--- config.mk ---
export PLATFORM = sky130hd
export DESIGN_NAME = vram_arbiter
export DESIGN_NICKNAME = d
export VERILOG_FILES = /design/src/rtl/vram_arbiter_pkg.sv /design/src/rtl/vram_arbiter_rr_picker.sv /design/src/rtl/vram_arbiter.sv
export SDC_FILE = /design/constraint.sdc
export NUM_CORES = 1
export LEC_CHECK = 0
export CORE_UTILIZATION = 46
export CTS_BUF_LIST = sky130_fd_sc_hd__clkbuf_4 sky130_fd_sc_hd__clkbuf_8
export CTS_CLUSTER_DIAMETER = 200
export DETAILED_ROUTE_END_ITERATION = 6
export PLACE_DENSITY = 0.89
export SLEW_MARGIN = 10
export SYNTH_ARGS = -nofsm -noshare
export SYNTH_HDL_FRONTEND = slang
export SYNTH_SLANG_ARGS = --single-unit
--- constraint.sdc ---
create_clock -name clock_50 -period 6.2 [get_ports clock_50]
set_clock_uncertainty 0.2 [all_clocks]
set_input_delay 1.86 -clock clock_50 [delete_from_list [all_inputs] [get_ports clock_50]]
set_output_delay 1.86 -clock clock_50 [all_outputs]
set_load 0.05 [all_outputs]
--- src/rtl/vram_arbiter_pkg.sv ---
// Shared definitions for the tile-map VRAM arbiter, tile renderer and game logic.
// Holds the arbiter FSM state encoding and the default tile-map geometry.
package vram_arbiter_pkg;

    localparam int DEF_AW = 8;
    localparam int DEF_DW = 4;

    typedef enum logic [1:0] {
        WAIT_EOF = 2'd0,
        WINDOW   = 2'd1,
        CLOSE    = 2'd2
    } state_t;

endpackage

--- src/rtl/vram_arbiter_rr_picker.sv ---
// Round-robin priority picker: first set request at or after ptr, wrapping.
// Purely combinational; the caller owns and advances the pointer.
module rr_picker #(
    parameter int NREQ = 3,
    parameter int PW   = (NREQ > 1) ? $clog2(NREQ) : 1
) (
    input  logic [NREQ-1:0] req,
    input  logic [PW-1:0]   ptr,
    output logic [NREQ-1:0] grant,
    output logic [PW-1:0]   index,
    output logic            any
);

    always_comb begin
        int pos;
        pos   = 0;
        grant = '0;
        index = '0;
        any   = 1'b0;
        for (int k = 0; k < NREQ; k++) begin
            pos = int'(ptr) + k;
            if (pos >= NREQ) pos = pos - NREQ;
            if (!any && req[pos]) begin
                any        = 1'b1;
                grant[pos] = 1'b1;
                index      = PW'(pos);
            end
        end
    end

endmodule

--- src/rtl/vram_arbiter.sv ---
// Shares one synchronous single-port tile-map RAM between the display pipeline
// (absolute priority) and game requesters, which may only access it between EOF and SOF.
module vram_arbiter
    import vram_arbiter_pkg::*;
#(
    parameter int NREQ = 3,
    parameter int AW   = DEF_AW,
    parameter int DW   = DEF_DW,
    localparam int PW  = (NREQ > 1) ? $clog2(NREQ) : 1
) (
    input  logic              clock_50,
    input  logic              reset,
    input  logic              SOF,
    input  logic              EOF,
    input  logic              disp_req,
    input  logic [AW-1:0]     disp_addr,
    output logic [DW-1:0]     disp_data,
    output logic              disp_valid,
    input  logic [NREQ-1:0]   req,
    input  logic [NREQ-1:0]   we,
    input  logic [NREQ*AW-1:0] addr,
    input  logic [NREQ*DW-1:0] wdata,
    output logic [NREQ-1:0]   gnt,
    output logic [DW-1:0]     rdata,
    output logic [NREQ-1:0]   rvalid,
    output logic [AW-1:0]     ram_addr,
    output logic              ram_we,
    output logic [DW-1:0]     ram_wdata,
    input  logic [DW-1:0]     ram_rdata,
    output logic              window_open,
    output logic [15:0]       grant_count,
    output state_t            state,
    output logic [PW-1:0]     ptr
);

    state_t          state_next;
    logic [NREQ-1:0] pick_grant;
    logic [PW-1:0]   pick_index;
    logic            pick_any;
    logic            game_go;
    logic [AW-1:0]   sel_addr;
    logic            sel_we;
    logic [DW-1:0]   sel_wdata;
    logic [AW-1:0]   addr_q;
    logic [DW-1:0]   wdata_q;

    rr_picker #(.NREQ(NREQ), .PW(PW)) u_picker (
        .req   (req),
        .ptr   (ptr),
        .grant (pick_grant),
        .index (pick_index),
        .any   (pick_any)
    );

    always_comb begin
        sel_addr  = '0;
        sel_we    = 1'b0;
        sel_wdata = '0;
        for (int i = 0; i < NREQ; i++) begin
            if (pick_index == PW'(i)) begin
                sel_addr  = addr[i*AW +: AW];
                sel_we    = we[i];
                sel_wdata = wdata[i*DW +: DW];
            end
        end
    end

    // SOF dominates EOF so a coincident pair never opens a window.
    always_comb begin
        state_next = state;
        case (state)
            WAIT_EOF: if (EOF && !SOF) state_next = WINDOW;
            WINDOW:   if (SOF) state_next = CLOSE;
            CLOSE:    state_next = WAIT_EOF;
            default:  state_next = WAIT_EOF;
        endcase
    end

    always_comb begin
        game_go     = (state == WINDOW) && !disp_req && pick_any;
        gnt         = game_go ? pick_grant : '0;
        window_open = (state == WINDOW);
        ram_we      = game_go && sel_we;
        ram_wdata   = game_go ? sel_wdata : wdata_q;
        if (disp_req)     ram_addr = disp_addr;
        else if (game_go) ram_addr = sel_addr;
        else              ram_addr = addr_q;
        disp_data = disp_valid ? ram_rdata : '0;
        rdata     = (|rvalid)  ? ram_rdata : '0;
    end

    always_ff @(posedge clock_50) begin
        if (reset) begin
            state       <= WAIT_EOF;
            ptr         <= '0;
            rvalid      <= '0;
            disp_valid  <= 1'b0;
            grant_count <= '0;
            addr_q      <= '0;
            wdata_q     <= '0;
        end else begin
            state      <= state_next;
            disp_valid <= disp_req;
            rvalid     <= (game_go && !sel_we) ? pick_grant : '0;
            if (disp_req || game_go) addr_q <= ram_addr;
            if (game_go) begin
                wdata_q <= sel_wdata;
                ptr     <= (pick_index == PW'(NREQ-1)) ? '0 : pick_index + 1'b1;
            end
            if (state != WINDOW && state_next == WINDOW)
                grant_count <= '0;
            else if (game_go && grant_count != 16'hFFFF)
                grant_count <= grant_count + 16'd1;
        end
    end

endmodule

==> flow_metrics.env <==
export IMPL_start_util_pct=48.1
export IMPL_cts_htree_levels=2
export IMPL_synth_area_top_cells="dfxtp_1, nand2_1, nor2_1"
export IMPL_path_delay_family="buffers and inverters"
export IMPL_wl_per_cell_um=13.9
export IMPL_fillers=356
export IMPL_synth_net_count=363
export IMPL_fmax_mhz=164
export IMPL_cts_buffers_inserted=5
export IMPL_clk_pin_slew_ns=0.07
export IMPL_area_growth_synth_to_final_pct=59.0
export IMPL_critical_path_required_ns=4.14
export IMPL_worst_slew_pin_slew_ns=0.757
export IMPL_die_area_mm2=0.00522
export IMPL_p_leak_nw=1.33
export IMPL_hold_path_cell_count=1
export IMPL_r2r_slack_ns=3.10
export IMPL_cts_buffer_depth=2
export IMPL_hold_class="reg2reg"
export IMPL_first_iter_violations=114
export IMPL_overflow=0
export IMPL_maxCapViolCount=0
export IMPL_slowest_delay_ns=0.61
export IMPL_drt_met1_wl_um=2760
export IMPL_status="finished clean"
export IMPL_synth_distinct_cells=46
export IMPL_yosysWarnings=0
export IMPL_drc=0
export IMPL_place_port_buffers=107
export IMPL_die_h_um=72.2
export IMPL_rsz0062_at_grt="yes"
export IMPL_cp_depth=9
export IMPL_rr_worst_depth=10
export IMPL_holdWs_ns=0.275
export IMPL_crit_arrival_ns=4.04
export IMPL_grtUsageTotal_pct=26.8
export IMPL_grt_antenna_before_repair=0
export IMPL_vias=2597
export IMPL_crit_chain="clkdlybuf4s50_1 > mux2i_1 > o2bb2ai_2 > o21a_1 > buf_12 > nor2_1 > a311o_1 > nand3_1 > buf_4"
export IMPL_cts_setup_buffers=0
export IMPL_hold_viol=0
export IMPL_cp_end_kind="output pin"
export IMPL_cts_sinks=36
export IMPL_fin_util_pct=76.4
export IMPL_grt_pass1_wl_um=11000
export IMPL_yosysTopAreaCell="dfxtp_1"
export IMPL_peakVddDrop_mv=0.104
export IMPL_ioPinCount=108
export IMPL_wl_met2_um=3290
export IMPL_postSynthCellCount=299
export IMPL_min_period_ns=6.10
export IMPL_die_x_um=72.2
export IMPL_startpoint_type="primary input"
export IMPL_syn_area_mm2=0.00227
export IMPL_ant_nets=0
export IMPL_top_layer_used="met4"
export IMPL_syn_area_per_cell_um2=7.59
export IMPL_antennaDiodeCount=0
export IMPL_drive_above_1_share_pct=11.6
export IMPL_setup_violations=0
export IMPL_via_per_inst=5.41
export IMPL_final_cell_count_no_fill=480
export IMPL_dp_cells=472
export IMPL_insertion_delay_ns=0.29
export IMPL_routabilityCongestion=0.885
export IMPL_slew_limit_headroom_pct=49.4
export IMPL_power_mw=0.590
export IMPL_grt_pass1_vias=2460
export IMPL_ys_seq_area_share_pct=31.8
export IMPL_drv_slew=0
export IMPL_period_share_pct=98.3
export IMPL_ys_ff_latch=36
export IMPL_nNetsFinal=476
export IMPL_grt_max_degree=28
export IMPL_ctsRootBufferMaster="clkbuf_8"
export IMPL_crit_buf_inv=3
export IMPL_crit_fanout=18
export IMPL_num_rows=25
export IMPL_synth_top_cell_area_share_pct=31.8
export IMPL_core_area_mm2=0.00472
export IMPL_worst_path_max_delay_cell="clkdlybuf4s50_1"
export IMPL_cts_tree="yes"
export IMPL_worst_setup_path_type="in2out"
export IMPL_wirelength_um=6670
export IMPL_wl_met3_um=503
export IMPL_powerDensity_mw_per_mm2=163
export IMPL_hpwl_um=5210
export IMPL_firstDrtPassIters=4
## layout make-up
cell class	instances	area [µm²]	share of cell area (%)
inverter	11	41.3	1.14
sequential	36	721	20.0
timing repair buffer	124	1230	34.2
clock buffer	7	90.1	2.50
tap	67	83.8	2.32
clock inverter	1	7.51	0.208
multi-input combinational	234	1430	39.7
## report_power, final
group	internal [mW]	switching [mW]	total, mW
Sequential	0.237	0.00256	0.239
Combinational	0.0801	0.0903	0.170
Clock	0.0947	0.0855	0.180
## layer usage
metal	up-vias	GRT usage [%]
li1	1283	-
met1	1185	30.4
met2	116	48.9
met3	13	6.11
met4	0	9.15
met5	-	0
## cells by family (layout without fill, tap and decap cells)
| kind of cell | Yosys count | count (layout) | share of synthesized area [%] |
|---|---|---|---|
| multiplexers | 6 | 6 | 2.65 |
| flip-flops | 36 | 36 | 31.8 |
| XOR/XNOR | 14 | 14 | 5.40 |
| adder cells (fa/ha/maj) | 5 | 5 | 2.76 |
| AO/OA/AOI/OAI | 64 | 64 | 19.8 |
| buffers and inverters | 29 | 143 | 6.12 |
| AND/OR/NAND/NOR | 145 | 145 | 31.5 |
## synthesized netlist by cell type (all sizes together)
cell type	count
a211o	1
a211oi	10
a21boi	1
a21o	1
a21oi	11
a221o	1
a22o	1
a2bb2oi	1
a311o	8
a31oi	7
a32oi	1
and2	5
and3b	1
buf	9
clkbuf	9
dfxtp	36
ha	5
inv	11
mux2i	6
nand2	41
nand2b	2
nand3	14
nand3b	3
nand4	4
nand4bb	1
nor2	34
nor2b	16
nor3	9
nor3b	3
nor4	7
nor4b	2
o211ai	1
o21a	1
o21ai	10
o21bai	2
o22a	1
o2bb2ai	1
o31ai	5
or2	1
or3	2
xnor2	14
## layout by cell type (no fill, tap or decap), types with 7 or more instances in the layout
master | synthesis | final
nor2b_1 | 16 | 15
a211oi_1 | 10 | 9
a311o_1 | 8 | 8
inv_1 | 11 | 11
nor4_1 | 7 | 7
a31oi_1 | 7 | 7
buf_4 | 0 | 27
nand3_1 | 14 | 14
o21ai_0 | 8 | 7
nand2_1 | 41 | 41
xnor2_1 | 14 | 14
dfxtp_1 | 36 | 36
nor3_1 | 8 | 8
a21oi_1 | 11 | 11
nor2_1 | 34 | 34
clkdlybuf4s50_1 | 0 | 91
## what timing repair did
action / 4_1_cts / 5_1_grt
hold buffers: 0 / 0
hold endpoints to repair: 0 / 0
setup endpoints to repair: 0 / 12
resized for setup: 0 / 4
## state kept, by name (all words and copies together) (netlist names)
name	cells
addr_q	8
disp_valid	1
grant_count	16
ptr	2
rvalid	3
state	2
wdata_q	4
## worst paths after layout
path | startpoint | end
setup / recovery | req[2] | ram_addr[6]
hold / removal | state[1]$_SDFF_PP0_ | state[0]$_SDFF_PP0_
setup reg to reg | ptr[0]$_SDFFE_PP0N_ | grant_count[13]$_SDFFE_PP0P_
hold reg to reg | state[1]$_SDFF_PP0_ | state[0]$_SDFF_PP0_
## stage by stage
step,cell area (µm²),setup WS [ns],TNS (ns)
3_5_place_dp,3490,0.0965,0
5_1_grt,3610,-0.0634,-0.162
3_3_place_gp,3490,0.116,0
2_1_floorplan,2270,-0.0353,-0.141
4_1_cts,3590,0.0788,0
6_report,3610,0.103,0
Note: power is estimated with default switching activity, not from simulation.
